==> config.mk <==
export PLATFORM = sky130hd
export DESIGN_NAME = regfile_alu_pipe
export DESIGN_NICKNAME = d
export VERILOG_FILES = /design/src/rtl/regfile_alu_pipe.sv
export SDC_FILE = /design/constraint.sdc
export NUM_CORES = 2
export LEC_CHECK = 0
export BUFFER_PORTS_ARGS = -buffer_cell sky130_fd_sc_hd__buf_2
export CORE_UTILIZATION = 43
export DETAILED_ROUTE_END_ITERATION = 6
export GPL_ROUTABILITY_DRIVEN = 0
export GPL_TIMING_DRIVEN = 0
export PLACE_DENSITY = 0.64
export SLEW_MARGIN = 20
export SYNTH_ARGS = -nofsm -noshare
export SYNTH_HDL_FRONTEND = slang
export SYNTH_SLANG_ARGS = --single-unit
==> constraint.sdc <==
create_clock -name clk -period 8.6 [get_ports clk]
set_input_delay 1.72 -clock clk [delete_from_list [all_inputs] [get_ports clk]]
set_output_delay 1.72 -clock clk [all_outputs]
set_load 0.05 [all_outputs]
==> src/rtl/regfile_alu_pipe.sv <==
// Register file + 4-bit-op ALU with a one-entry writeback stage and valid/ready on both sides.
// Define RFALU_BYPASS_EN to forward the WB result; otherwise dependent ops interlock.
module regfile_alu_pipe #(
    parameter int unsigned DATA_WIDTH = 32,
    parameter int unsigned NAME_BITS  = 5,
    parameter int unsigned CTRL_BITS  = 4
) (
    input  logic                  clk,
    input  logic                  rst,
    input  logic                  in_valid,
    output logic                  in_ready,
    input  logic [NAME_BITS-1:0]  rs1,
    input  logic [NAME_BITS-1:0]  rs2,
    input  logic [NAME_BITS-1:0]  ws_in,
    input  logic                  we_in,
    input  logic [CTRL_BITS-1:0]  op_in,
    input  logic                  imm_e,
    input  logic [DATA_WIDTH-1:0] imm_d,
    output logic                  res_valid,
    input  logic                  res_ready,
    output logic [DATA_WIDTH-1:0] res_data,
    output logic [NAME_BITS-1:0]  res_ws,
    output logic                  res_we,
    output logic                  zero,
    output logic                  over,
    output logic                  c_out
);

    localparam int unsigned NumRegs = 2 ** NAME_BITS;
    localparam logic [CTRL_BITS-1:0] OpAnd = 4'b0000;
    localparam logic [CTRL_BITS-1:0] OpOr  = 4'b0001;
    localparam logic [CTRL_BITS-1:0] OpAdd = 4'b0010;
    localparam logic [CTRL_BITS-1:0] OpSge = 4'b0101;
    localparam logic [CTRL_BITS-1:0] OpSub = 4'b0110;
    localparam logic [CTRL_BITS-1:0] OpSlt = 4'b0111;
    localparam logic [CTRL_BITS-1:0] OpNor = 4'b1100;
    localparam logic [DATA_WIDTH:0]  SumOne = (DATA_WIDTH + 1)'(1);

    logic [DATA_WIDTH-1:0] regs_q [NumRegs];

    logic                  res_valid_q, res_valid_d;
    logic [DATA_WIDTH-1:0] res_data_q,  res_data_d;
    logic [NAME_BITS-1:0]  res_ws_q,    res_ws_d;
    logic                  res_we_q,    res_we_d;
    logic                  over_q,      over_d;
    logic                  c_out_q,     c_out_d;

    logic                  fwd_live, hazard, accept, commit;
    logic [DATA_WIDTH-1:0] rf_a, rf_b, op_a, op_b_reg, op_b;
    logic [DATA_WIDTH-1:0] alu_res;
    logic [DATA_WIDTH:0]   sum;
    logic                  alu_over, alu_cout;

    assign fwd_live = res_valid_q && res_we_q && (res_ws_q != '0);
    assign rf_a     = (rs1 == '0) ? '0 : regs_q[rs1];
    assign rf_b     = (rs2 == '0) ? '0 : regs_q[rs2];

`ifdef RFALU_BYPASS_EN
    assign op_a     = (fwd_live && rs1 == res_ws_q) ? res_data_q : rf_a;
    assign op_b_reg = (fwd_live && rs2 == res_ws_q) ? res_data_q : rf_b;
    assign hazard   = 1'b0;
`else
    assign op_a     = rf_a;
    assign op_b_reg = rf_b;
    // Hold a dependent op until the producer has committed to the register file.
    assign hazard   = fwd_live && ((rs1 == res_ws_q) || (!imm_e && rs2 == res_ws_q));
`endif

    assign op_b     = imm_e ? imm_d : op_b_reg;
    assign in_ready = rst && (!res_valid_q || res_ready) && !hazard;
    assign accept   = in_valid && in_ready;
    assign commit   = res_valid_q && res_ready;

    always_comb begin
        alu_res  = '0;
        alu_over = 1'b0;
        alu_cout = 1'b0;
        sum      = '0;
        case (op_in)
            OpAnd: alu_res = op_a & op_b;
            OpOr:  alu_res = op_a | op_b;
            OpNor: alu_res = ~(op_a | op_b);
            OpAdd: begin
                sum      = {1'b0, op_a} + {1'b0, op_b};
                alu_res  = sum[DATA_WIDTH-1:0];
                alu_cout = sum[DATA_WIDTH];
                alu_over = (op_a[DATA_WIDTH-1] == op_b[DATA_WIDTH-1]) &&
                           (alu_res[DATA_WIDTH-1] != op_a[DATA_WIDTH-1]);
            end
            OpSub: begin
                sum      = {1'b0, op_a} + {1'b0, ~op_b} + SumOne;
                alu_res  = sum[DATA_WIDTH-1:0];
                alu_cout = sum[DATA_WIDTH];
                alu_over = (op_a[DATA_WIDTH-1] != op_b[DATA_WIDTH-1]) &&
                           (alu_res[DATA_WIDTH-1] != op_a[DATA_WIDTH-1]);
            end
            OpSlt: alu_res = {{(DATA_WIDTH-1){1'b0}}, ($signed(op_a) < $signed(op_b))};
            OpSge: alu_res = {{(DATA_WIDTH-1){1'b0}}, ($signed(op_a) >= $signed(op_b))};
            default: alu_res = '0;
        endcase
    end

    always_comb begin
        res_valid_d = res_valid_q;
        res_data_d  = res_data_q;
        res_ws_d    = res_ws_q;
        res_we_d    = res_we_q;
        over_d      = over_q;
        c_out_d     = c_out_q;
        if (accept) begin
            res_valid_d = 1'b1;
            res_data_d  = alu_res;
            res_ws_d    = ws_in;
            res_we_d    = we_in;
            over_d      = alu_over;
            c_out_d     = alu_cout;
        end else if (commit) begin
            res_valid_d = 1'b0;
        end
    end

    always_ff @(posedge clk) begin
        if (!rst) begin
            for (int unsigned i = 0; i < NumRegs; i++) begin
                regs_q[i] <= '0;
            end
            res_valid_q <= 1'b0;
            res_data_q  <= '0;
            res_ws_q    <= '0;
            res_we_q    <= 1'b0;
            over_q      <= 1'b0;
            c_out_q     <= 1'b0;
        end else begin
            if (commit && res_we_q && (res_ws_q != '0)) begin
                regs_q[res_ws_q] <= res_data_q;
            end
            res_valid_q <= res_valid_d;
            res_data_q  <= res_data_d;
            res_ws_q    <= res_ws_d;
            res_we_q    <= res_we_d;
            over_q      <= over_d;
            c_out_q     <= c_out_d;
        end
    end

    assign res_valid = res_valid_q;
    assign res_data  = res_data_q;
    assign res_ws    = res_ws_q;
    assign res_we    = res_we_q;
    assign over      = over_q;
    assign c_out     = c_out_q;
    assign zero      = (res_data_q == '0);

endmodule

==> flow_summary.toml <==
[outcome]
run_status = "finished, violations left"
failed_checks = "design-rule violations, negative setup slack"

[clock_network]
cts_tree = "done"
cts_inserted_buffers = 114
cts.path.max_buffers = 3
cts_setup_buffers = 0
library_cell_used_as_clock_root_buffer = "sky130_fd_sc_hd__clkbuf_16"
clkLatencyLatePin_ps = 790
hold_buffers = 0
clkSinkCount = 1065
clk_pin_slew_ps = 70
htreeDepth = 3

[synth]
synth_seq_area_share_pct = 51.7
postSynthRegisterBits = 1065
synth_cell_type_count = 74
async_reset_ff_share_pct = 0
post_synth_inst_count = 4425
yosys.cell_count.top_type = "sky130_fd_sc_hd__edfxtp_1"
synthTopCellsByCount = "1024 x sky130_fd_sc_hd__edfxtp_1, 996 x sky130_fd_sc_hd__and2_1, 562 x sky130_fd_sc_hd__mux4_2"
synth-warning-count = 0
synth_edf_count = 1024
post_synth_instance_area_um2 = 61100
synthFlopType = "sky130_fd_sc_hd__edfxtp_1"
synth_area_per_cell_um2 = 13.8
yosysTopAreaCell = "sky130_fd_sc_hd__edfxtp_1"
yosys-top-cells-area = "sky130_fd_sc_hd__edfxtp_1 50%, sky130_fd_sc_hd__mux4_2 21%, sky130_fd_sc_hd__and2_1 10%"
post_synth_top_area_share_pct = 50.3

[detailed_routing]
firstDrtPassIters = 7
ant_nets = 0
post_route_drc_violation_count = 9
detailroute.via_count = 47000
avgRoutedWirePerCell_um = 40.5
detail_route.vias_per_cell = 6.98
route.final.wire_length_mm = 273
number_of_design_rule_violations_left_by_the_first_detailed_router_iteration = 8964

[pwr]
intPower_mw = 9.53
leak_pwr_nw = 25.4
switchingPower_mw = 3.95
power.share.switching_pct = 29.3
pwr-share-clk_pct = 37.5
p_seq_share_pct = 44.5
design_power_total_mw = 13.5
power_per_cell_area_nw_per_um2 = 192
combinational_share_of_power_pct = 18.0
vdd_ir_drop_max_uv = 166

[setup_path]
start_to_end_type_of_the_worst_setup_path = "input pin to flip-flop"
critPathMaxFanout = 10
arrival_ps = 9410
worst_r2r_path_cells = 15
worstPathRequired_ps = 9270
reg2reg_slack_ps = 2460
setup.worst_path.start = "rs2[3]"
endpoint_kind = "flip-flop"
worst_setup_path_endpoint = "res_data[31]$_SDFFE_PN0P_"
rr_endpoint = "res_data[31]$_SDFFE_PN0P_"
r2r_start = "regs_q[31][13]$_SDFFCE_PN0P_"
worstSetupStartpointType = "input pin"

[timing]
clock-skew-final_ps = 38.8
period_needed_ps = 8740
maxClockFrequency_mhz = 114
setup_slack_ps = -137
min_period_over_period_pct = 102
maxSlewViolCount = 0
timing.max_slew.rel_slack_pct = 7.39
worst-slew-pin-transition_ps = 1390
finalHoldViolations = 0
timing.final.setup_violations = 4
setup_repair_after_global_routing_missed_its_margin = "no"

[floorplan]
chipHeight_um = 379
start_util_pct = 43.6
design.die.area_um2 = 144000
fp-row-count = 137
die_width_um = 379
top_level_ports = 100
coreArea_um2 = 140000

[hold_path]
timing.hold.worst.class = "flip-flop to flip-flop"
worst_hold_startpoint = "res_we$_SDFFE_PN0P_"

[final_layout]
area_of_the_multi_input_gates_um2 = 28000
layout-drive-gt1-share_pct = 22.7
finish.net_count = 4893
seqCellArea_um2 = 31600
area_growth_syn_to_layout_pct = 15.2
fillerInstances = 11900

[grt]
overflow = 0
grt_max_degree = 26
grtUsageTotal_pct = 37.8
grt_pass1_wl_mm = 363
number_of_antenna_violations_at_the_first_check_in_global_routing = 31
first_global_vias = 43600

[placement]
dp_hpwl_mm = 195
port_buffers = 90
place_ws_ps = -1250

[flow_run]
max_cap_viol = 0
[through the flow]
step,instances,setup TNS [ps],hold WS (ps),utilization [%],area (um2)
after CTS,6707,0,493,50.0,70100
after global routing,6718,0,524,50.2,70300
final,6740,-376,490,50.2,70400
after detailed placement,6495,-16630,484,47.4,66400
after floorplan,4456,0,686,-,61200
after global placement,6422,-489490,490,45.7,64000
[routing by layer]
layer,vias to the layer above,track usage (%),share of wire (%)
li1,17600,-,-
met1,23400,44.7,32
met2,4839,52.6,41
met3,1227,18.4,18
met4,18,27.9,9.0
met5,-,2.26,0.22
[power groups by stage]
| stage | sequential, mW | combinational [mW] | clock, mW |
|---|---|---|---|
| after floorplan | 6.07 | 1.30 | 0 |
| after global placement | 6.13 | 2.13 | 0 |
| after detailed placement | 6.10 | 2.27 | 0 |
| after CTS | 5.99 | 2.28 | 5.00 |
| after global routing | 6.01 | 2.44 | 5.17 |
| final | 6.00 | 2.42 | 5.06 |
[repair_timing]
item | CTS | global route
resized for setup | 12 | 32
gates cloned | 0 | 0
endpoints found under the setup margin | 10 | 16
[final cells by class]
cell class | instances | area share [%]
sequential | 1065 | 44.9
multi-input combinational | 2849 | 39.8
clock buffer | 146 | 4.28
timing repair buffer | 167 | 3.45
tap | 1876 | 3.34
buffer | 446 | 2.68
clock inverter | 66 | 0.930
inverter | 95 | 0.507
antenna | 30 | 0.107
[flip-flops by register name, summed over array words and instances (netlist names)]
register   cells
res_ws         5
regs_q      1024
c_out          1
res_data      32
res_we         1
over           1
res_valid      1
[how the worst min path moves through the flow]
| stage | to | slack, ps | cells past startpoint |
|---|---|---|---|
| after floorplan | res_we$_SDFFE_PN0P_ | 690 | 2 |
| after global placement | res_we$_SDFFE_PN0P_ | 490 | 2 |
| after detailed placement | res_we$_SDFFE_PN0P_ | 480 | 2 |
| after CTS | res_we$_SDFFE_PN0P_ | 490 | 2 |
| after global routing | res_we$_SDFFE_PN0P_ | 520 | 2 |
| final | res_we$_SDFFE_PN0P_ | 490 | 2 |
[worst max-delay path, stage by stage]
cell and delay, ps:
sky130_fd_sc_hd__clkbuf_1 860, sky130_fd_sc_hd__clkbuf_1 980, sky130_fd_sc_hd__buf_2 770, sky130_fd_sc_hd__mux4_2 480, sky130_fd_sc_hd__mux2i_1 860, sky130_fd_sc_hd__o21ai_0 360, sky130_fd_sc_hd__ha_1 380, sky130_fd_sc_hd__clkbuf_1 230
sky130_fd_sc_hd__nor4_1 590, sky130_fd_sc_hd__nand2_1 100, sky130_fd_sc_hd__o311ai_0 190, sky130_fd_sc_hd__a221oi_1 200, sky130_fd_sc_hd__nand2_1 170, sky130_fd_sc_hd__a21oi_1 200, sky130_fd_sc_hd__o41ai_1 800, sky130_fd_sc_hd__a221oi_1 210
sky130_fd_sc_hd__a211oi_1 280
[cells by family after synthesis]
logic type                 Yosys count  synth area share, %
AOI/OAI and AO/OA                  556                 6.13
xor gates and xnor gates            20                0.287
adders and majority gates           98                 2.03
buffers and inverters              542                 3.40
DFF                               1065                 51.7
muxes                              688                 22.8
other                                1              0.00614
and+or+nand+nor                   1455                 13.7
[cells in the final DEF (no fill, tap or decap), types with 31 or more instances in the layout]
cell,n
sky130_fd_sc_hd__and2_1,996
sky130_fd_sc_hd__o21ai_0,71
sky130_fd_sc_hd__a221oi_1,42
sky130_fd_sc_hd__nand2b_1,43
sky130_fd_sc_hd__clkinv_1,31
sky130_fd_sc_hd__buf_16,65
sky130_fd_sc_hd__a21oi_1,154
sky130_fd_sc_hd__dfxtp_1,40
sky130_fd_sc_hd__clkbuf_16,116
sky130_fd_sc_hd__conb_1,32
sky130_fd_sc_hd__o21ai_4,31
sky130_fd_sc_hd__clkbuf_1,340
sky130_fd_sc_hd__nor2_1,145
sky130_fd_sc_hd__mux4_2,562
sky130_fd_sc_hd__ha_1,96
sky130_fd_sc_hd__mux2i_1,99
sky130_fd_sc_hd__o221ai_1,31
sky130_fd_sc_hd__clkbuf_2,56
sky130_fd_sc_hd__inv_1,95
sky130_fd_sc_hd__buf_2,146
sky130_fd_sc_hd__edfxtp_1,1024
sky130_fd_sc_hd__nand2_1,148
Power figures use the tool's default switching activity.
